$ cat config.mk
export PLATFORM = sky130hd
export DESIGN_NAME = multi_alarm_ctrl
export DESIGN_NICKNAME = d
export VERILOG_FILES = /design/src/rtl/alarm_ctrl_pkg.sv /design/src/rtl/multi_alarm_ctrl_key_repeat.sv /design/src/rtl/multi_alarm_ctrl.sv
export SDC_FILE = /design/constraint.sdc
export NUM_CORES = 1
export LEC_CHECK = 0
export ABC_AREA = 1
export BUFFER_PORTS_ARGS = -buffer_cell sky130_fd_sc_hd__clkbuf_2
export CAP_MARGIN = 40
export CORE_UTILIZATION = 35
export DETAILED_ROUTE_END_ITERATION = 10
export GPL_TIMING_DRIVEN = 0
export PLACE_DENSITY = 0.54
export RECOVER_POWER = 100
export SETUP_SLACK_MARGIN = 0.05
export SYNTH_ARGS = -nofsm -noshare
export SYNTH_HDL_FRONTEND = slang
export SYNTH_HIERARCHICAL = 1
export SYNTH_SLANG_ARGS = --single-unit
$ cat constraint.sdc
create_clock -name clock -period 6.9 [get_ports clock]
set_clock_uncertainty 0.05 [all_clocks]
set_input_delay 1.38 -clock clock [delete_from_list [all_inputs] [get_ports clock]]
set_output_delay 1.38 -clock clock [all_outputs]
set_load 0.1 [all_outputs]
$ cat src/rtl/alarm_ctrl_pkg.sv
// Shared types for the alarm setting controller.
// Holds the session state enum, display field codes and decode helpers.
package alarm_ctrl_pkg;

  typedef enum logic [2:0] {
    ST_IDLE,
    ST_SELECT,
    ST_SETONOFF,
    ST_SETHOUR,
    ST_SETMIN
  } alm_state_t;

  localparam logic [1:0] EF_NONE  = 2'd0;
  localparam logic [1:0] EF_ONOFF = 2'd1;
  localparam logic [1:0] EF_HOUR  = 2'd2;
  localparam logic [1:0] EF_MIN   = 2'd3;

  function automatic alm_state_t next_mode(
    input alm_state_t s
  );
    alm_state_t r;
    unique case (s)
      ST_IDLE:     r = ST_SELECT;
      ST_SELECT:   r = ST_SETONOFF;
      ST_SETONOFF: r = ST_SETHOUR;
      ST_SETHOUR:  r = ST_SETMIN;
      default:     r = ST_IDLE;
    endcase
    return r;
  endfunction

  function automatic logic [1:0] field_of(
    input alm_state_t s
  );
    logic [1:0] r;
    unique case (s)
      ST_SETONOFF: r = EF_ONOFF;
      ST_SETHOUR:  r = EF_HOUR;
      ST_SETMIN:   r = EF_MIN;
      default:     r = EF_NONE;
    endcase
    return r;
  endfunction

endpackage

$ cat src/rtl/multi_alarm_ctrl_key_repeat.sv
// Edge detector with hold-then-repeat pulse generator for one key.
// Ports: clock, reset, key level, enable (repeat allowed), rise, rep.
module key_repeat #(
  parameter int HOLD_CYCLES   = 500,
  parameter int REPEAT_CYCLES = 100
) (
  input  logic clock,
  input  logic reset,
  input  logic key,
  input  logic enable,
  output logic rise,
  output logic rep
);

  localparam int MAXC =
    (HOLD_CYCLES > REPEAT_CYCLES) ?
    HOLD_CYCLES : REPEAT_CYCLES;
  localparam int RW = $clog2(MAXC + 1);

  logic          prev;
  logic          armed;
  logic          phase;
  logic [RW-1:0] cnt;
  logic [RW-1:0] limit;

  // prev resets to 1 so a key held through reset gives no rise
  assign rise  = key & ~prev;
  assign limit = phase ? RW'(REPEAT_CYCLES)
                       : RW'(HOLD_CYCLES);
  assign rep   = armed & key & enable &
                 (cnt == limit);

  always_ff @(posedge clock) begin
    if (reset) begin
      prev  <= 1'b1;
      armed <= 1'b0;
      phase <= 1'b0;
      cnt   <= '0;
    end else begin
      prev <= key;
      if (rise && enable) begin
        armed <= 1'b1;
        phase <= 1'b0;
        cnt   <= RW'(1);
      end else if (!key || !enable) begin
        armed <= 1'b0;
        phase <= 1'b0;
        cnt   <= '0;
      end else if (armed) begin
        if (rep) begin
          phase <= 1'b1;
          cnt   <= RW'(1);
        end else if (cnt != RW'(MAXC)) begin
          cnt <= cnt + RW'(1);
        end
      end
    end
  end

endmodule

$ cat src/rtl/multi_alarm_ctrl.sv
// Two-key alarm edit controller: mode key walks the edit fields,
// adjust key edits the selected alarm. Outputs are registered pulses.
module multi_alarm_ctrl
  import alarm_ctrl_pkg::*;
#(
  parameter int NUM_ALARMS     = 4,
  parameter int HOLD_CYCLES    = 500,
  parameter int REPEAT_CYCLES  = 100,
  parameter int TIMEOUT_CYCLES = 10000,
  localparam int IDXW =
    (NUM_ALARMS > 1) ? $clog2(NUM_ALARMS) : 1
) (
  input  logic            clock,
  input  logic            reset,
  input  logic            sw_f1,
  input  logic            sw_f2,
  output logic [IDXW-1:0] alm_sel,
  output logic            alm_onoff,
  output logic            alm_hour,
  output logic            alm_min,
  output logic [1:0]      edit_field,
  output logic            active
);

  localparam int TW = $clog2(TIMEOUT_CYCLES + 1);

  alm_state_t    state;
  alm_state_t    nxt;
  logic          f1_prev;
  logic          f1_rise;
  logic          f2_rise;
  logic          f2_rep;
  logic          f2_go;
  logic          rep_en;
  logic          to_hit;
  logic [TW-1:0] tcnt;

  assign f1_rise = sw_f1 & ~f1_prev;

  key_repeat #(
    .HOLD_CYCLES  (HOLD_CYCLES),
    .REPEAT_CYCLES(REPEAT_CYCLES)
  ) u_f2 (
    .clock (clock),
    .reset (reset),
    .key   (sw_f2),
    .enable(rep_en),
    .rise  (f2_rise),
    .rep   (f2_rep)
  );

  // a mode change on this edge kills both the F2 action and the repeat
  always_comb begin
    rep_en = ((state == ST_SETHOUR) ||
              (state == ST_SETMIN)) && !f1_rise;
    f2_go  = !f1_rise;
    to_hit = (state != ST_IDLE) && !f1_rise &&
             !f2_rise && !f2_rep &&
             (tcnt == TW'(TIMEOUT_CYCLES - 1));
    nxt = state;
    if (f1_rise) nxt = next_mode(state);
    else if (to_hit) nxt = ST_IDLE;
  end

  always_ff @(posedge clock) begin
    if (reset) begin
      f1_prev    <= 1'b1;
      state      <= ST_IDLE;
      alm_sel    <= '0;
      alm_onoff  <= 1'b0;
      alm_hour   <= 1'b0;
      alm_min    <= 1'b0;
      edit_field <= EF_NONE;
      active     <= 1'b0;
      tcnt       <= '0;
    end else begin
      f1_prev    <= sw_f1;
      state      <= nxt;
      edit_field <= field_of(nxt);
      active     <= (nxt != ST_IDLE);
      alm_onoff  <= f2_go && f2_rise &&
                    (state == ST_SETONOFF);
      alm_hour   <= f2_go && (f2_rise || f2_rep) &&
                    (state == ST_SETHOUR);
      alm_min    <= f2_go && (f2_rise || f2_rep) &&
                    (state == ST_SETMIN);
      if (f2_go && f2_rise &&
          (state == ST_SELECT)) begin
        if (alm_sel >= IDXW'(NUM_ALARMS - 1))
          alm_sel <= '0;
        else
          alm_sel <= alm_sel + IDXW'(1);
      end
      if ((nxt == ST_IDLE) || f1_rise ||
          f2_rise || f2_rep)
        tcnt <= '0;
      else if (tcnt != TW'(TIMEOUT_CYCLES))
        tcnt <= tcnt + TW'(1);
    end
  end

endmodule

**Yosys cells after proc, flatten, opt, wreduce, memory -nomap -nowiden**

Index checks and enable logic that the tools add are counted.

- Bits in registers: 38
- Output and inout bits: 8
- Input port bits: 4
- Word-level logic and storage cells: 85

- Add/subtract/negate cells: 3
- Equal/unequal tests: 11
- Order comparisons: 1
- Reduce and logical (&&, ||, !) cells: 36
- Bitwise gates (word level): 7
- Multiplexer cells: 13

Operators by type and width:

| kind | number |
|---|---|
| $mux 9 | 3 |
| $add 14x1->14 const B | 1 |
| $eq 14x14->1 const B | 1 |
| $ne 14x14->1 const B | 1 |
| $eq 3x2->1 const B | 4 |
| $logic_and 1x1->1 | 12 |
| $pmux 3 s4 | 1 |
| $add 9x1->9 const B | 1 |
| $eq 9x9->1 | 1 |
| $ne 9x9->1 const B | 1 |
| $reduce_bool 3->1 | 3 |
| $eq 3x3->1 const B | 2 |
| $logic_not 3->1 | 2 |
| $logic_or 1x1->1 | 6 |
| $mux 3 | 2 |
| $pmux 2 s3 | 1 |
| $reduce_and 2->1 | 3 |
| $and 1x1->1 | 5 |
| $logic_not 1->1 | 5 |
| $mux 1 | 5 |
| $reduce_bool 2->1 | 2 |
| $reduce_bool 4->1 | 1 |
| $eq 3x1->1 const B | 1 |
| $reduce_or 3->1 | 1 |
| 5 further kinds | 6 |

**Logic depth before layout (Yosys ltp)**

Gate-level depths: netlist of the first run.

- Depth in word-level cells: 16
- Gate-level depth with buffers: 19
- Depth with buffers taken out: 18

**By module**

Netlist of the first run, hierarchy kept.

Modules (own cells, without submodules):

| module | times used | sequential area each (um^2) | cells an instance | area each (um^2) |
|---|---|---|---|---|
| multi_alarm_ctrl | 1 | 520.5 | 172 | 1283.7 |
| key_repeat | 1 | 240.2 | 120 | 757.0 |

**Worst setup path before layout of the first run**

OpenSTA, ideal clock, no wires.

- Path kind: input port to flip-flop
- From: input port sw_f1
- To: register tcnt[0]
- Path buffers: 1
- Slack: 3.720 ns
- Data required time: 6.788 ns
- Library setup time: 0.062 ns
- Data arrival time: 3.068 ns
- Stages on the path: 18
- Cells stage by stage: nand2_1 > inv_1 > a21oi_1 > nand3_1 > nor2_2 > nand4_4 > inv_1 > nor2_1 > nand3_1 > nor2_2 > nand2_2 > nand2_1 > nand2_2 > nand2_1 > nand3_2 > nand2_4 > buf_12 > nor2_2

- Cells in the longest elaborated chain, start to end: 15
- Elaborated cells between the ends (all ways): 17
- Those cells by class: 2 x mux; 3 x bitwise; 12 x reduce/logical

RTL lines:

| item | RTL line | text |
|---|---|---|
| start, declared | multi_alarm_ctrl.sv:15 | `input logic sw_f1,` |
| $and 1x1->1 (*) | multi_alarm_ctrl.sv:38 | `assign f1_rise = sw_f1 & ~f1_prev;` |
| $logic_not 1->1 (*) | multi_alarm_ctrl.sv:55 | `(state == ST_SETMIN)) && !f1_rise;` |
| $logic_and 1x1->1 (*) | multi_alarm_ctrl.sv:55 |  |
| named net rep_en | multi_alarm_ctrl.sv:34 | `logic rep_en;` |
| $and 1x1->1 (*) (2 in a row) | multi_alarm_ctrl_key_repeat.sv:30 | `assign rep = armed & key & enable &` |
| named net f2_rep | multi_alarm_ctrl.sv:32 | `logic f2_rep;` |
| $logic_not 1->1 | multi_alarm_ctrl.sv:58 | `!f2_rise && !f2_rep &&` |
| $logic_and 1x1->1 (2 in a row) | multi_alarm_ctrl.sv:58 |  |
| $mux 3 | multi_alarm_ctrl.sv:62 | `else if (to_hit) nxt = ST_IDLE;` |
| $mux 3 | multi_alarm_ctrl.sv:61 | `if (f1_rise) nxt = next_mode(state);` |
| $logic_not 3->1 | multi_alarm_ctrl.sv:94 | `if ((nxt == ST_IDLE) \|\| f1_rise \|\|` |
| $logic_or 1x1->1 (2 in a row) | multi_alarm_ctrl.sv:94 |  |
| $logic_or 1x1->1 (*) | multi_alarm_ctrl.sv:95 | `f2_rise \|\| f2_rep)` |
| $reduce_or 2->1 (no source line) (*) | - |  |
| end signal, assigned | multi_alarm_ctrl.sv:98 | `tcnt <= tcnt + TW'(1);` |
| end, declared | multi_alarm_ctrl.sv:36 | `logic [TW-1:0] tcnt;` |

The timed path passes the listed nets; every way through them passes the cells marked *.
A chain may end at the register's enable or synchronous reset.

**Worst setup path in the final report of the first run**

- From: input port sw_f1
- To: register tcnt[13]

The elaborated chain is that of the path after synthesis.

==> results of run 1 <==
-- power breakdown --
part / switching [uW] / total (uW) / internal (uW) / leakage [uW]
registers: 1.31 / 222 / 221 / 0.000307
clock network: 78.2 / 185 / 106 / 0.0000579
logic: 13.7 / 17.8 / 4.06 / 0.000589
-- stage by stage --
stage                     utilization [%]  std cells
after floorplan                         -        292
after global placement               39.2        375
after detailed placement             39.2        375
after CTS                            41.2        383
after global routing                 39.7        383
final                                39.7        383
-- kinds of logic after synthesis --
kind of cell    Yosys count  share of synthesized area, %
simple gates            165                          38.8
xor+xnor                 12                          5.15
flops                    38                          37.3
fa+ha+maj                 5                          3.07
compound gates           15                          4.42
buf+inv                  57                          11.3
-- routing by layer --
metal / track usage (%) / vias up
li1: - / 923
met1: 17.5 / 694
met2: 22.3 / 13
met3: 3.14 / 5
met4: 5.56 / 0
met5: 0 / -
-- cells in the mapped netlist, drive strengths merged (2+ instances only) --
master	n	area share, %
nand2	69	14
xor2	11	4.7
or2	2	0.61
dfxtp	38	37
nand4	3	1.7
nor3	12	3.7
nand3	23	5.9
ha	5	3.1
inv	55	10
o21ai	4	0.98
nor2	55	12
a21oi	6	1.5
-- layout make-up --
cell class                      count  area, um^2  share of cell area (%)
Multi-Input combinational cell    197         996                    45.0
Clock buffer                        5        68.8                    3.11
Sequential cell                    38         761                    34.4
Inverter                           55         206                    9.33
Clock inverter                      3        40.0                    1.81
Buffer                              2        7.51                   0.339
Tap cell                           72        90.1                    4.07
Timing Repair Buffer               11        42.5                    1.92
-- flip-flops by register name, summed over array words and instances (netlist names) --
signal and count:
u_f2/armed 1, tcnt 14, alm_sel 2, u_f2/phase 1
f1_prev 1, alm_hour 1, u_f2/prev 1, alm_min 1
active 1, alm_onoff 1, state 3, edit_field 2
u_f2/cnt 9
-- worst min path at each step --
stage,from,end
2_1_floorplan,u_f2/phase,u_f2/phase
3_3_place_gp,u_f2/phase,u_f2/phase
3_5_place_dp,u_f2/phase,u_f2/phase
4_1_cts,u_f2/phase,u_f2/phase
5_1_grt,u_f2/phase,u_f2/phase
6_report,u_f2/phase,u_f2/phase
-- worst max-delay path: stages --
cell,delay (ns)
clkbuf_2,0.08
nand2_1,0.14
inv_1,0.20
a21oi_1,0.11
nand3_1,0.13
nor2_2,0.04
nand4_1,0.21
inv_1,0.11
nor2_1,0.16
nand3_1,0.10
nor2_2,0.11
nand2_1,0.10
nand2_1,0.08
nand2_1,0.05
nand2_1,0.11
nand3_1,0.11
nand2_1,0.17
clkbuf_1,0.56
nor2_2,0.04
-- placed cells by master (no fill, tap or decap), drive strengths merged, types with 2 or more instances in the layout --
cell    synthesis  routed
nand3          23      23
nor3           12      12
or2             2       2
nor2           55      55
xor2           11      11
nand2          69      69
inv            55      55
ha              5       5
clkinv          0       2
o21ai           4       4
nand4           3       3
clkbuf          1      18
dfxtp          38      38
a21oi           6       6
==> report_table.html, run 1 <==
<table>
<tr><th>Metric</th><th>Value</th></tr>
<tr><th colspan="2">Clock network</th></tr>
<tr><td>TritonCTS clock tree</td><td>built</td></tr>
<tr><td>Post-CTS Setup Bufs</td><td>0</td></tr>
<tr><td>Resize count post-CTS</td><td>0</td></tr>
<tr><td>Sink count of the clock tree</td><td>38</td></tr>
<tr><td>Root Buffer Master</td><td>clkbuf_8</td></tr>
<tr><td>CTS Hold Buffers Added</td><td>0</td></tr>
<tr><td>Number of H-tree levels</td><td>2</td></tr>
<tr><td>Maximum buffer depth of the clock tree</td><td>2</td></tr>
<tr><td>Clock slew at reported path FFs</td><td>0.07 ns</td></tr>
<tr><td>Clk_lat worst skew</td><td>0.29 ns</td></tr>
<tr><td>Total CTS buffers</td><td>5</td></tr>
<tr><th colspan="2">Floorplan</th></tr>
<tr><td>DIE HEIGHT</td><td>78.4 um</td></tr>
<tr><td>Top Ports</td><td>12</td></tr>
<tr><td>Horizontal extent of the die</td><td>78.4 um</td></tr>
<tr><td>Row cnt</td><td>27</td></tr>
<tr><td>Core Region</td><td>0.00557 mm^2</td></tr>
<tr><td>Starting Density</td><td>36.6%</td></tr>
<tr><td>Die area</td><td>0.00614 mm^2</td></tr>
<tr><th colspan="2">Synthesis</th></tr>
<tr><td>Number of warning messages in the yosys log</td><td>6</td></tr>
<tr><td>Dominant register cell in the synthesized netlist</td><td>dfxtp_1</td></tr>
<tr><td>Mean instance size in the synthesized netlist</td><td>6.99 um^2</td></tr>
<tr><td>Async S/R FF share, synth</td><td>0%</td></tr>
<tr><td>Share of the yosys chip area belonging to registers</td><td>37.3%</td></tr>
<tr><td>Register bit count reported by yosys</td><td>38</td></tr>
<tr><td>Distinct cells, synth</td><td>30</td></tr>
<tr><td>Post-synthesis cell count</td><td>292</td></tr>
<tr><td>Post-synth EDFFs</td><td>0</td></tr>
<tr><td>Post-synthesis instance area</td><td>0.00204 mm^2</td></tr>
<tr><td>Net count of the mapped netlist</td><td>301</td></tr>
<tr><th colspan="2">Critical path</th></tr>
<tr><td>Reg2Reg Setup Slack</td><td>3.73 ns</td></tr>
<tr><td>Timing startpoint of the critical path</td><td>sw_f1</td></tr>
<tr><td>Worst r2r dst</td><td>tcnt[13]</td></tr>
<tr><td>Startpoint type of the worst setup path</td><td>input pin</td></tr>
<tr><td>Classification of the worst setup path</td><td>input pin to flop</td></tr>
<tr><td>Sort of element at the end of the critical path</td><td>flop</td></tr>
<tr><td>Worst Path Arrival</td><td>3.99 ns</td></tr>
<tr><td>Required time of the worst setup path</td><td>7.01 ns</td></tr>
<tr><td>Maximum net fanout on the critical path</td><td>10</td></tr>
<tr><td>Depth of the worst register-to-register path</td><td>19</td></tr>
<tr><td>Worst setup endpoint</td><td>tcnt[13]</td></tr>
<tr><td>Startpoint of the most critical register-to-register path</td><td>state[0]</td></tr>
<tr><th colspan="2">Layout</th></tr>
<tr><td>Diode insertion count for antenna repair</td><td>0</td></tr>
<tr><td>Ratio of cells with drive above 1 in the final layout</td><td>9.97%</td></tr>
<tr><td>Post-layout nets</td><td>319</td></tr>
<tr><td>Design area</td><td>0.00221 mm^2</td></tr>
<tr><td>Synthesis-to-layout area growth</td><td>8.40%</td></tr>
<tr><td>Total of fill cells in the finished design</td><td>610</td></tr>
<tr><th colspan="2">Timing</th></tr>
<tr><td>Setup TNS Final</td><td>0 ns</td></tr>
<tr><td>Worst rel slew slack</td><td>23.1%</td></tr>
<tr><td>Tmin final</td><td>3.89 ns</td></tr>
<tr><td>Worst Hold Slack</td><td>0.439 ns</td></tr>
<tr><td>Pins Over Slew Limit</td><td>0</td></tr>
<tr><td>Slack of the critical path</td><td>3.01 ns</td></tr>
<tr><td>Unrepaired setup endpoints after global routing</td><td>false</td></tr>
<tr><td>Share of the clock period used by the worst path after layout</td><td>56.4%</td></tr>
<tr><td>Hold Violations, Final</td><td>0</td></tr>
<tr><td>Final setup vio count</td><td>0</td></tr>
<tr><td>Achievable Freq</td><td>257 MHz</td></tr>
<tr><td>Transition time of the tightest slew-check pin</td><td>1.16 ns</td></tr>
<tr><th colspan="2">GRT</th></tr>
<tr><td>Overflow after GRT</td><td>0</td></tr>
<tr><td>Pin count of the biggest net entering global routing</td><td>13</td></tr>
<tr><td>Wire length of the first global-routing pass</td><td>6.71 mm</td></tr>
<tr><td>Number of global-route vias before repair</td><td>1617</td></tr>
<tr><td>Number of antenna violations at the first check in global routing</td><td>0</td></tr>
<tr><td>GR Util All Layers</td><td>13.7%</td></tr>
<tr><th colspan="2">Placement</th></tr>
<tr><td>Sum of net half-perimeters after detailed placement</td><td>2.84 mm</td></tr>
<tr><td>Routability-driven placement congestion ratio</td><td>0.806</td></tr>
<tr><td>Worst slack at placement</td><td>3.17 ns</td></tr>
<tr><td>Placed inst area</td><td>0.00219 mm^2</td></tr>
<tr><td>IO buf count</td><td>11</td></tr>
<tr><th colspan="2">Routing</th></tr>
<tr><td>Vias per cell</td><td>4.27</td></tr>
<tr><td>Average wire per standard cell</td><td>9.88 um</td></tr>
<tr><td>Number of search-and-repair iterations in the first detailed-routing pass</td><td>5</td></tr>
<tr><td>Starting DRT DRC Count</td><td>98</td></tr>
<tr><td>Total routed wire length on the met1 layer</td><td>2.06 mm</td></tr>
<tr><td>Highest routed layer</td><td>met4</td></tr>
<tr><td>Post-detailed-route DRC marker count</td><td>0</td></tr>
<tr><td>Wire length on met3</td><td>84 um</td></tr>
<tr><td>Post-route antenna net violation count</td><td>0</td></tr>
<tr><td>Total via count in the routed design</td><td>1635</td></tr>
<tr><td>Total length of routed met2 wires</td><td>1.59 mm</td></tr>
<tr><td>Routed WL</td><td>3.79 mm</td></tr>
<tr><th colspan="2">Power and ir drop</th></tr>
<tr><td>Total power draw</td><td>425 uW</td></tr>
<tr><td>Ratio of total power to cell area</td><td>192 mW/mm^2</td></tr>
<tr><td>Lkg Pwr</td><td>0.000953 uW</td></tr>
<tr><td>Maximum vdd ir drop</td><td>0.0932 mV</td></tr>
<tr><th colspan="2">Job</th></tr>
<tr><td>Maxcap violations</td><td>0</td></tr>
<tr><th colspan="2">Outcome</th></tr>
<tr><td>Status</td><td>finished clean</td></tr>
<tr><th colspan="2">Worst hold path</th></tr>
<tr><td>Cells on Worst Hold Path</td><td>2</td></tr>
<tr><td>Hold/Removal Path Class</td><td>flop to flop</td></tr>
</table>
(Power assumes the default switching activity.)
==> inputs of run 2 (changes only) <==
clock period = 3.6 ns   (was 6.9 ns; I/O delays follow)
==> run 2 against run 1 <==
Net effect:
- largest power group unchanged
- highest routed layer unchanged
- critical endpoint unchanged
- global-route usage unchanged
- setup slack got worse by 2.3 ns
- clock-buffer cell count is the same
- sequential cell count unchanged
- via count increased by 0.12%
- critical path type unchanged
- first-iteration DRC count rose by 3.1%
==> report_table.html, run 2 (synthesis results as in run 1) <==
<table>
<tr><th>Metric</th><th>Value</th></tr>
<tr><th colspan="2">Outcome</th></tr>
<tr><td>Status</td><td>finished clean</td></tr>
<tr><th colspan="2">Job</th></tr>
<tr><td>Maxcap violations</td><td>0 (unchanged)</td></tr>
<tr><th colspan="2">Timing</th></tr>
<tr><td>Transition time of the tightest slew-check pin</td><td>1.16 ns (unchanged)</td></tr>
<tr><td>Tmin final</td><td>2.92 ns</td></tr>
<tr><td>Setup TNS Final</td><td>0 ns (unchanged)</td></tr>
<tr><td>Achievable Freq</td><td>342 MHz</td></tr>
<tr><td>Hold Violations, Final</td><td>0 (unchanged)</td></tr>
<tr><td>Worst rel slew slack</td><td>23.1% (unchanged)</td></tr>
<tr><td>Pins Over Slew Limit</td><td>0 (unchanged)</td></tr>
<tr><td>Unrepaired setup endpoints after global routing</td><td>false</td></tr>
<tr><td>Share of the clock period used by the worst path after layout</td><td>81.1%</td></tr>
<tr><td>Final setup vio count</td><td>0 (unchanged)</td></tr>
<tr><th colspan="2">GRT</th></tr>
<tr><td>Overflow after GRT</td><td>0 (unchanged)</td></tr>
<tr><td>Wire length of the first global-routing pass</td><td>6.71 mm (unchanged)</td></tr>
<tr><td>Number of antenna violations at the first check in global routing</td><td>0 (unchanged)</td></tr>
<tr><td>GR Util All Layers</td><td>13.7% (unchanged)</td></tr>
<tr><td>Number of global-route vias before repair</td><td>1617 (unchanged)</td></tr>
<tr><td>Pin count of the biggest net entering global routing</td><td>13 (unchanged)</td></tr>
<tr><th colspan="2">Floorplan</th></tr>
<tr><td>Die area</td><td>0.00614 mm^2 (unchanged)</td></tr>
<tr><td>Starting Density</td><td>36.6% (unchanged)</td></tr>
<tr><td>Top Ports</td><td>12 (unchanged)</td></tr>
<tr><td>DIE HEIGHT</td><td>78.4 um (unchanged)</td></tr>
<tr><td>Core Region</td><td>0.00557 mm^2 (unchanged)</td></tr>
<tr><td>Row cnt</td><td>27 (unchanged)</td></tr>
<tr><td>Horizontal extent of the die</td><td>78.4 um (unchanged)</td></tr>
<tr><th colspan="2">Layout</th></tr>
<tr><td>Design area</td><td>0.00222 mm^2 (+0.28%)</td></tr>
<tr><td>Largest regs</td><td>tcnt: 14 flops, u_f2/cnt: 9 flops, state: 3 flops</td></tr>
<tr><td>Max reg flops</td><td>14 (unchanged)</td></tr>
<tr><td>Synthesis-to-layout area growth</td><td>8.71%</td></tr>
<tr><td>Post-layout nets</td><td>319 (unchanged)</td></tr>
<tr><td>Final cell count without fillers</td><td>383 (unchanged)</td></tr>
<tr><td>Final core utilization</td><td>39.8% (+0.11 points)</td></tr>
<tr><td>Leading cell types in the layout, fill and taps excluded</td><td>66 x nand2_1, 54 x inv_1, 46 x nor2_1</td></tr>
<tr><td>Diode insertion count for antenna repair</td><td>0 (unchanged)</td></tr>
<tr><td>Most flop-heavy register</td><td>tcnt</td></tr>
<tr><td>Most common library cell in the layout ignoring fill and taps</td><td>nand2_1</td></tr>
<tr><td>Ratio of cells with drive above 1 in the final layout</td><td>8.36% (-1.6 points)</td></tr>
<tr><th colspan="2">Critical path</th></tr>
<tr><td>Depth of the worst register-to-register path</td><td>19 (unchanged)</td></tr>
<tr><td>Required time of the worst setup path</td><td>3.77 ns (-3.24 ns)</td></tr>
<tr><td>Master of the slowest instance on the critical path</td><td>a21oi_1</td></tr>
<tr><td>Worst Path Arrival</td><td>3.09 ns (-0.90 ns)</td></tr>
<tr><td>Worst r2r dst</td><td>tcnt[13]</td></tr>
<tr><td>Startpoint type of the worst setup path</td><td>input pin</td></tr>
<tr><td>Sort of element at the end of the critical path</td><td>flop</td></tr>
<tr><td>Startpoint of the most critical register-to-register path</td><td>state[0]</td></tr>
<tr><td>Cell-by-cell trace of the critical path</td><td>clkbuf_2 -&gt; nand2_1 -&gt; inv_1 -&gt; a21oi_1 -&gt; nand3_1 -&gt; nor2_2 -&gt; nand4_1 -&gt; inv_1 -&gt; nor2_1 -&gt; nand3_1 -&gt; nor2_2 -&gt; nand2_1 -&gt; nand2_1 -&gt; nand2_1 -&gt; nand2_1 -&gt; nand3_1 -&gt; nand2_4 -&gt; buf_12 -&gt; nor2_1</td></tr>
<tr><td>Slowest Stage Delay on Critical Path</td><td>0.27 ns (-0.29 ns)</td></tr>
<tr><td>Classification of the worst setup path</td><td>input pin to flop</td></tr>
<tr><td>Maximum net fanout on the critical path</td><td>10 (unchanged)</td></tr>
<tr><td>Most used cell, CP</td><td>nand2_1</td></tr>
<tr><td>Reg2Reg Setup Slack</td><td>0.71 ns (-3.02 ns)</td></tr>
<tr><th colspan="2">Power and ir drop</th></tr>
<tr><td>Net switching power figure</td><td>179 uW (+92%)</td></tr>
<tr><td>Internal power component</td><td>638 uW (+92%)</td></tr>
<tr><td>Maximum vdd ir drop</td><td>0.179 mV (+92%)</td></tr>
<tr><td>Flop pwr share</td><td>52.2% (-0.2 points)</td></tr>
<tr><td>Combinational fraction of design power</td><td>4.5% (+0.3 points)</td></tr>
<tr><td>Ratio of total power to cell area</td><td>368 mW/mm^2 (+92%)</td></tr>
<tr><td>Total power draw</td><td>817 uW (+92%)</td></tr>
<tr><td>Share of total power in the clock network</td><td>43.3% (about the same)</td></tr>
<tr><td>Switching Share</td><td>21.9% (about the same)</td></tr>
<tr><td>Lkg Pwr</td><td>0.000968 uW (+1.6%)</td></tr>
<tr><th colspan="2">Routing</th></tr>
<tr><td>Number of search-and-repair iterations in the first detailed-routing pass</td><td>5 (unchanged)</td></tr>
<tr><td>Total length of routed met2 wires</td><td>1.59 mm (+0.13%)</td></tr>
<tr><td>Vias per cell</td><td>4.27 (+0.12%)</td></tr>
<tr><td>Highest routed layer</td><td>met4</td></tr>
<tr><td>Starting DRT DRC Count</td><td>101 (+3.1%)</td></tr>
<tr><td>Post-route antenna net violation count</td><td>0 (unchanged)</td></tr>
<tr><td>Wire length on met3</td><td>84 um (unchanged)</td></tr>
<tr><td>Average wire per standard cell</td><td>9.88 um (about the same)</td></tr>
<tr><td>Total via count in the routed design</td><td>1637 (+0.12%)</td></tr>
<tr><td>Total routed wire length on the met1 layer</td><td>2.05 mm (-0.19%)</td></tr>
<tr><td>Routed WL</td><td>3.78 mm (about the same)</td></tr>
<tr><td>Post-detailed-route DRC marker count</td><td>0 (unchanged)</td></tr>
<tr><th colspan="2">Placement</th></tr>
<tr><td>Placed inst area</td><td>0.00219 mm^2 (unchanged)</td></tr>
<tr><td>Sum of net half-perimeters after detailed placement</td><td>2.84 mm (unchanged)</td></tr>
<tr><td>IO buf count</td><td>11 (unchanged)</td></tr>
<tr><td>Number of placed cells counting well taps</td><td>375 (unchanged)</td></tr>
<tr><td>Routability-driven placement congestion ratio</td><td>0.806 (unchanged)</td></tr>
<tr><th colspan="2">Clock network</th></tr>
<tr><td>Total CTS buffers</td><td>5 (unchanged)</td></tr>
<tr><td>TritonCTS clock tree</td><td>built</td></tr>
<tr><td>Clock slew at reported path FFs</td><td>0.07 ns (about the same)</td></tr>
<tr><td>CTS Hold Buffers Added</td><td>0 (unchanged)</td></tr>
<tr><td>Post-CTS Setup Bufs</td><td>0 (unchanged)</td></tr>
<tr><td>Clk_lat worst skew</td><td>0.29 ns (about the same)</td></tr>
<tr><td>Root Buffer Master</td><td>clkbuf_8</td></tr>
<tr><td>Number of H-tree levels</td><td>2 (unchanged)</td></tr>
<tr><td>Resize count post-CTS</td><td>0 (unchanged)</td></tr>
<tr><td>Maximum buffer depth of the clock tree</td><td>2 (unchanged)</td></tr>
<tr><td>Sink count of the clock tree</td><td>38 (unchanged)</td></tr>
<tr><th colspan="2">Worst hold path</th></tr>
<tr><td>Hold endpoint</td><td>u_f2/phase</td></tr>
<tr><td>Hold/Removal Path Class</td><td>flop to flop</td></tr>
<tr><td>Cells on Worst Hold Path</td><td>2 (unchanged)</td></tr>
<tr><td>Beginning of the worst hold path</td><td>u_f2/phase</td></tr>
</table>
run 2: cell count changes in the layout (fill, tap and decap cells not counted), sizes merged:
cell	previous run	this run
buf	0	1
clkbuf	18	17
run 2: power groups by stage:
stage	Combinational, uW	Sequential, uW	Clock, uW
2_1_floorplan	22.6	444	0
3_3_place_gp	39.9	436	0
3_5_place_dp	40.0	436	0
4_1_cts	40.1	426	374
5_1_grt	40.8	427	390
6_report	36.7	426	354
run 2: critical path, delay by kind of cell:
kind | cells | cell delay [ns]
compound gates | 1 | 0.27
buf+inv | 4 | 0.56
simple gates | 14 | 1.55
run 2: through the flow:
step	worst slack, ns	hold WS, ns
4_1_cts	0.834	0.444
3_5_place_dp	0.526	0.431
6_report	0.680	0.439
5_1_grt	0.376	0.463
3_3_place_gp	0.546	0.425
2_1_floorplan	1.08	0.407
run 2: cell type report:
class	count	area, um^2
Fill cell	611	3360
Buffer	2	23.8
Multi-Input combinational cell	197	986
Clock buffer	5	68.8
Timing Repair Buffer	11	42.5
Sequential cell	38	761
Clock inverter	3	40.0
Inverter	55	206
Tap cell	72	90.1
run 2: per-layer routing:
metal,GRT usage [%],vias to the layer above
li1,-,923
met1,17.5,696
met2,22.3,13
met3,3.14,5
met4,5.56,0
met5,0,-
run 2: how the worst max path moves through the flow:
stage | start | end | slack (ns) | depth (start not counted)
after floorplan | sw_f1 | tcnt[0] | 1.08 | 18
after global placement | sw_f1 | tcnt[0] | 0.55 | 19
after detailed placement | sw_f1 | tcnt[13] | 0.53 | 19
after CTS | sw_f1 | tcnt[13] | 0.83 | 19
after global routing | sw_f1 | tcnt[12] | 0.38 | 19
final | sw_f1 | tcnt[13] | 0.68 | 19
